### config.mk
export PLATFORM = sky130hd
export DESIGN_NAME = pwm_fade
export DESIGN_NICKNAME = d
export VERILOG_FILES = /design/src/rtl/pwm_fade.sv
export SDC_FILE = /design/constraint.sdc
export NUM_CORES = 1
export LEC_CHECK = 0
export CAP_MARGIN = 10
export CORE_MARGIN = 5
export CORE_UTILIZATION = 48
export DETAILED_ROUTE_END_ITERATION = 8
export GPL_ROUTABILITY_DRIVEN = 0
export GPL_TIMING_DRIVEN = 0
export PLACE_DENSITY = 0.88
export SLEW_MARGIN = 20
export SYNTH_ARGS = -nofsm -noshare
export SYNTH_HDL_FRONTEND = slang
export SYNTH_SLANG_ARGS = --single-unit
export TNS_END_PERCENT = 10
### constraint.sdc
create_clock -name clk -period 3.7 [get_ports clk]
set_clock_uncertainty 0.15 [all_clocks]
set_input_delay 0.555 -clock clk [delete_from_list [all_inputs] [get_ports clk]]
set_output_delay 0.555 -clock clk [all_outputs]
set_load 0.01 [all_outputs]
### src/rtl/pwm_fade.sv
// pwm_fade: walks a duty value toward a CPU-written target, one step per
// interval, and pushes each new value into the downstream pwm block.
module pwm_fade #(
   parameter int TICK_DIV = 1112,
   parameter int STEP_W   = 16,
   parameter int MAX_DUTY = 100
) (
   input  logic        clk,
   input  logic        rst,
   input  logic        A,
   input  logic [31:0] WD,
   input  logic        WE,
   output logic [31:0] RD,
   output logic [6:0]  DUTY,
   output logic        DUTY_WE,
   output logic        BUSY,
   output logic        DONE
);

   localparam int PW = (TICK_DIV > 1) ? $clog2(TICK_DIV) : 1;
   localparam logic [PW-1:0] PMAX = PW'(TICK_DIV - 1);
   localparam logic [6:0] MAXD = 7'(MAX_DUTY);

   typedef enum logic [1:0] {
      INIT,
      IDLE,
      RAMP,
      LOAD
   } state_t;

   state_t state, nxt;

   logic [PW-1:0]     pre;
   logic              tick;
   logic [6:0]        cur, cur_n;
   logic [6:0]        tgt, tgt_n;
   logic [STEP_W-1:0] step;
   logic [STEP_W-1:0] icnt, icnt_n;
   logic [STEP_W-1:0] eff_step;
   logic [STEP_W:0]   cnt_inc;
   logic              due;
   logic              we_q, we_n;
   logic              done_q, done_n;
   logic              wr_t, wr_s, jump;
   logic [6:0]        wd_clamp;
   logic [6:0]        step_val;
   logic              unused_wd;

   assign unused_wd = ^WD[31:STEP_W];

   assign wr_t     = WE && !A;
   assign wr_s     = WE && A;
   assign jump     = wr_t && WD[7];
   assign wd_clamp = (WD[6:0] > MAXD) ? MAXD : WD[6:0];

   assign tick     = (pre == PMAX);
   assign eff_step = (step == '0) ? STEP_W'(1) : step;
   assign cnt_inc  = {1'b0, icnt} + 1'b1;
   // >= rather than == so a shrunken STEP fires on the next tick
   assign due      = tick && (cnt_inc >= {1'b0, eff_step});

   always_comb begin
      step_val = cur;
      if (tgt > cur)
         step_val = cur + 7'd1;
      else if (tgt < cur)
         step_val = cur - 7'd1;
   end

   always_ff @(posedge clk or posedge rst) begin
      if (rst) begin
         pre <= '0;
      end else if (tick) begin
         pre <= '0;
      end else begin
         pre <= pre + 1'b1;
      end
   end

   always_ff @(posedge clk or posedge rst) begin
      if (rst) begin
         step <= STEP_W'(1);
      end else if (wr_s) begin
         step <= WD[STEP_W-1:0];
      end
   end

   always_ff @(posedge clk or posedge rst) begin
      if (rst) begin
         state  <= INIT;
         cur    <= '0;
         tgt    <= '0;
         icnt   <= '0;
         we_q   <= 1'b0;
         done_q <= 1'b0;
      end else begin
         state  <= nxt;
         cur    <= cur_n;
         tgt    <= tgt_n;
         icnt   <= icnt_n;
         we_q   <= we_n;
         done_q <= done_n;
      end
   end

   // strobes are registered, so they appear in the cycle after the decision
   always_comb begin
      nxt    = state;
      cur_n  = cur;
      tgt_n  = tgt;
      icnt_n = icnt;
      we_n   = 1'b0;
      done_n = 1'b0;
      if (wr_t)
         tgt_n = wd_clamp;
      unique case (state)
         INIT, IDLE, LOAD: begin
            nxt = IDLE;
            if (state == INIT)
               we_n = 1'b1;
            if (jump) begin
               cur_n  = wd_clamp;
               nxt    = LOAD;
               we_n   = 1'b1;
               done_n = 1'b1;
            end else if (wr_t && wd_clamp != cur) begin
               nxt    = RAMP;
               icnt_n = '0;
            end
         end
         RAMP: begin
            if (jump) begin
               cur_n  = wd_clamp;
               nxt    = LOAD;
               we_n   = 1'b1;
               done_n = 1'b1;
            end else begin
               if (tick)
                  icnt_n = cnt_inc[STEP_W-1:0];
               if (due) begin
                  icnt_n = '0;
                  cur_n  = step_val;
                  we_n   = 1'b1;
                  if (step_val == tgt_n) begin
                     nxt    = IDLE;
                     done_n = 1'b1;
                  end
               end else if (wr_t && wd_clamp == cur) begin
                  nxt = IDLE;
               end
            end
         end
         default: nxt = IDLE;
      endcase
   end

   assign DUTY    = cur;
   assign DUTY_WE = we_q;
   assign DONE    = done_q;
   assign BUSY    = (state == RAMP);

   assign RD = A ? 32'(step)
                 : {BUSY, 16'b0, cur, 1'b0, tgt};

endmodule

==> results.json <==
{
  "synth-main-ff-cell": "dfrtp_1",
  "dp_cells": 631,
  "grt_pass1_vias": 3803,
  "placed_area_um2": 4850,
  "layout.nets": 600,
  "slew_headroom": 0.528,
  "timing.rr.end": "state[1]$_DFFE_PP0P_",
  "end_kind": "register",
  "hold-path-endpoint": "DUTY_WE$_DFF_PP0_",
  "drc_errors": 0,
  "setup_viol": 0,
  "async_flop_share": 1.00,
  "combPwrFrac": 0.286,
  "drtIter0Drc": 246,
  "peakVddDrop_mv": 0.251,
  "r2r_start": "icnt[2]$_DFFE_PP0P_",
  "die_y_um": 104,
  "grt_first_pass_wirelength_mm": 18.4,
  "dpl.hpwl_mm": 8.31,
  "status": "finished, final reports clean",
  "r2r_slack_ps": 70,
  "cp.required_ps": 3780,
  "coreArea_um2": 8640,
  "hold_viol_final": 0,
  "cts_tree": "done",
  "min_from": "state[0]$_DFFE_PP0P_",
  "layout_common_cells": "dfrtp_1, nand2_1, clkdlybuf4s50_1",
  "p_sw_frac": 0.307,
  "setup.worst_path.start": "icnt[2]$_DFFE_PP0P_",
  "fillers": 704,
  "p_per_area_nw_per_um2": 413,
  "cts_buffers": 9,
  "dr.pass1.iters": 5,
  "power.switching_mw": 0.658,
  "drv_slew": 0,
  "die_area_um2": 10800,
  "yosysSeqAreaShare": 0.362,
  "port_buffers": 42,
  "yosysUniqueCellTypes": 58,
  "ctsHoldBuffers": 0,
  "synth_enable_flop_cells": 0,
  "hp-class": "reg2reg",
  "wl_per_cell_um": 17.1,
  "whs_path_depth": 1,
  "stdcell_count": 649,
  "fp-row-count": 34,
  "die_w_um": 104,
  "finalWirelength_mm": 11.1,
  "maxCapViolCount": 0,
  "avgSynthCellArea_um2": 9.06,
  "cts.path.max_buffers": 2,
  "path_max_fanout": 6,
  "finalCriticalPeriod_ps": 3630,
  "internal-power_mw": 1.49,
  "grt.overflow.total": 0,
  "detail-route-antenna-nets": 0,
  "total_power_mw": 2.14,
  "htree_levels": 3,
  "cp_data_arrival_time_ps": 3710,
  "fin_area_um2": 5190,
  "rsz0062_at_grt": "yes",
  "start_kind": "register",
  "routed_via_density": 5.92,
  "final_common_cell": "dfrtp_1",
  "synth-seq-cells": 61,
  "crit_type": "reg2reg",
  "syn_inst": 466,
  "seqPwrFrac": 0.367,
  "num_io_pins": 78,
  "yosysWarnings": 0,
  "diodes": 0,
  "initial_core_util": 0.489,
  "grt_use_total": 0.206,
  "cts-root-buf": "clkbuf_8",
  "clock_latency_ps": 350,
  "syn_area_um2": 4220,
  "setup_tns_ps": 0,
  "path_clk_slew_ps": 70,
  "drive_gt1_frac": 0.174,
  "power.leakage_nw": 2.35,
  "r2r_cells": 15,
  "area_growth_pct": 22.8,
  "grt_max_degree": 38,
  "tightest_slew_ps": 707,
  "num_vias": 3840,
  "power.share.clock": 0.347,
  "max_freq_mhz": 276,
  "antenna_found_initial": 0,
  "finalCritPeriodShare": 0.981,
  "cts_num_sinks": 61
}
==> worst max-delay path by stage <==
| stage | slack, ps | endpoint | cells after the start |
|---|---|---|---|
| floorplan | 180 | DUTY[6]$_DFFE_PP0P_ | 15 |
| global placement | -620 | DUTY[4]$_DFFE_PP0P_ | 15 |
| detailed placement | -680 | DUTY[4]$_DFFE_PP0P_ | 15 |
| CTS | 10 | DUTY[4]$_DFFE_PP0P_ | 15 |
| global route | -110 | DUTY[2]$_DFFE_PP0P_ | 15 |
| finish | 70 | state[1]$_DFFE_PP0P_ | 15 |
==> area by class of cell <==
cell class	instances	area, um^2	area share
sequential	61	1530	0.295
clock buffer	11	151	0.0292
inverter	30	115	0.0222
timing repair buffer	46	463	0.0892
clock inverter	4	95.1	0.0183
tap	108	135	0.0260
multi-input combinational	356	2490	0.481
buffer	33	201	0.0388
==> through the flow <==
step	utilization	setup WS (ps)	hold slack, ps
floorplan	-	176	278
global placement	0.560	-622	296
detailed placement	0.562	-681	296
CTS	0.595	14.9	304
global route	0.601	-113	321
finish	0.601	70.3	298
==> routing by layer <==
metal  GRT usage  share of wire
met5           0              0
met4      0.0666          0.020
met3      0.0417          0.080
met2       0.339           0.48
met1       0.270           0.42
==> cells in the mapped netlist (2+ instances only) <==
cell type / count / area, um^2
a211oi_1: 3 / 22.5
a21boi_0: 2 / 15.0
a21o_1: 4 / 30.0
a21oi_1: 21 / 105
a22o_1: 5 / 43.8
a22o_2: 7 / 70.1
a22oi_1: 2 / 15.0
a31oi_1: 7 / 43.8
a32oi_1: 2 / 17.5
and2_1: 6 / 37.5
and3_1: 6 / 37.5
buf_2: 5 / 25.0
buf_4: 15 / 113
clkbuf_1: 12 / 45.0
dfrtp_1: 60 / 1500
ha_1: 27 / 338
inv_1: 29 / 109
mux2_2: 21 / 236
nand2_1: 43 / 161
nand2b_1: 4 / 25.0
nand3_1: 22 / 110
nand3b_1: 2 / 15.0
nand4_1: 11 / 68.8
nand4b_1: 2 / 17.5
nor2_1: 30 / 113
nor2b_1: 4 / 25.0
nor3_1: 7 / 35.0
nor4_1: 5 / 31.3
o21ai_0: 33 / 165
o21bai_1: 2 / 15.0
o22a_1: 2 / 17.5
o22ai_1: 3 / 18.8
or2_2: 3 / 18.8
xnor2_1: 25 / 219
xor2_1: 11 / 96.3
==> worst max-delay path, stage by stage, from the launching register on <==
cell      delay (ps)
dfrtp_2          410
and3_4           210
and3_4           210
and2_4           170
nand2_1           60
and2_1           160
or2_2            290
ha_1             300
nand4_1          140
nor4_2           240
a31oi_1          140
o21a_1           160
a21boi_2         250
o2111a_1         220
nand4_1          150
a22o_1           240
==> timing repair <==
| action | CTS | global route |
|---|---|---|
| hold endpoints to repair | 0 | 0 |
| endpoints found under the setup margin | 26 | 26 |
| buffers inserted | 1 | 2 |
| pin swaps | 0 | 4 |
| resized for setup | 11 | 17 |
==> state kept, by name, indices dropped and copies added, names as in the netlist <==
signal / flops
DONE: 1
DUTY: 7
DUTY_WE: 1
icnt: 16
pre: 11
state: 2
step: 16
tgt: 7
==> logic make-up after synthesis <==
group | Yosys count | synth area share
and+or+nand+nor | 150 | 0.175
AOI/OAI and AO/OA | 105 | 0.172
buffers and inverters | 63 | 0.0726
DFF | 61 | 0.362
xor gates and xnor gates | 37 | 0.0800
adders and majority gates | 27 | 0.0800
muxes | 22 | 0.0584
other | 1 | 0.000888
==> power groups by stage <==
| stage | logic, mW | registers (mW) | clock network (mW) |
|---|---|---|---|
| after global routing | 0.670 | 0.791 | 0.784 |
| after CTS | 0.601 | 0.784 | 0.753 |
| final | 0.614 | 0.786 | 0.744 |
| after detailed placement | 0.591 | 0.796 | 0 |
| after floorplan | 0.386 | 0.779 | 0 |
| after global placement | 0.569 | 0.791 | 0 |
Power figures use the tool's default switching activity.
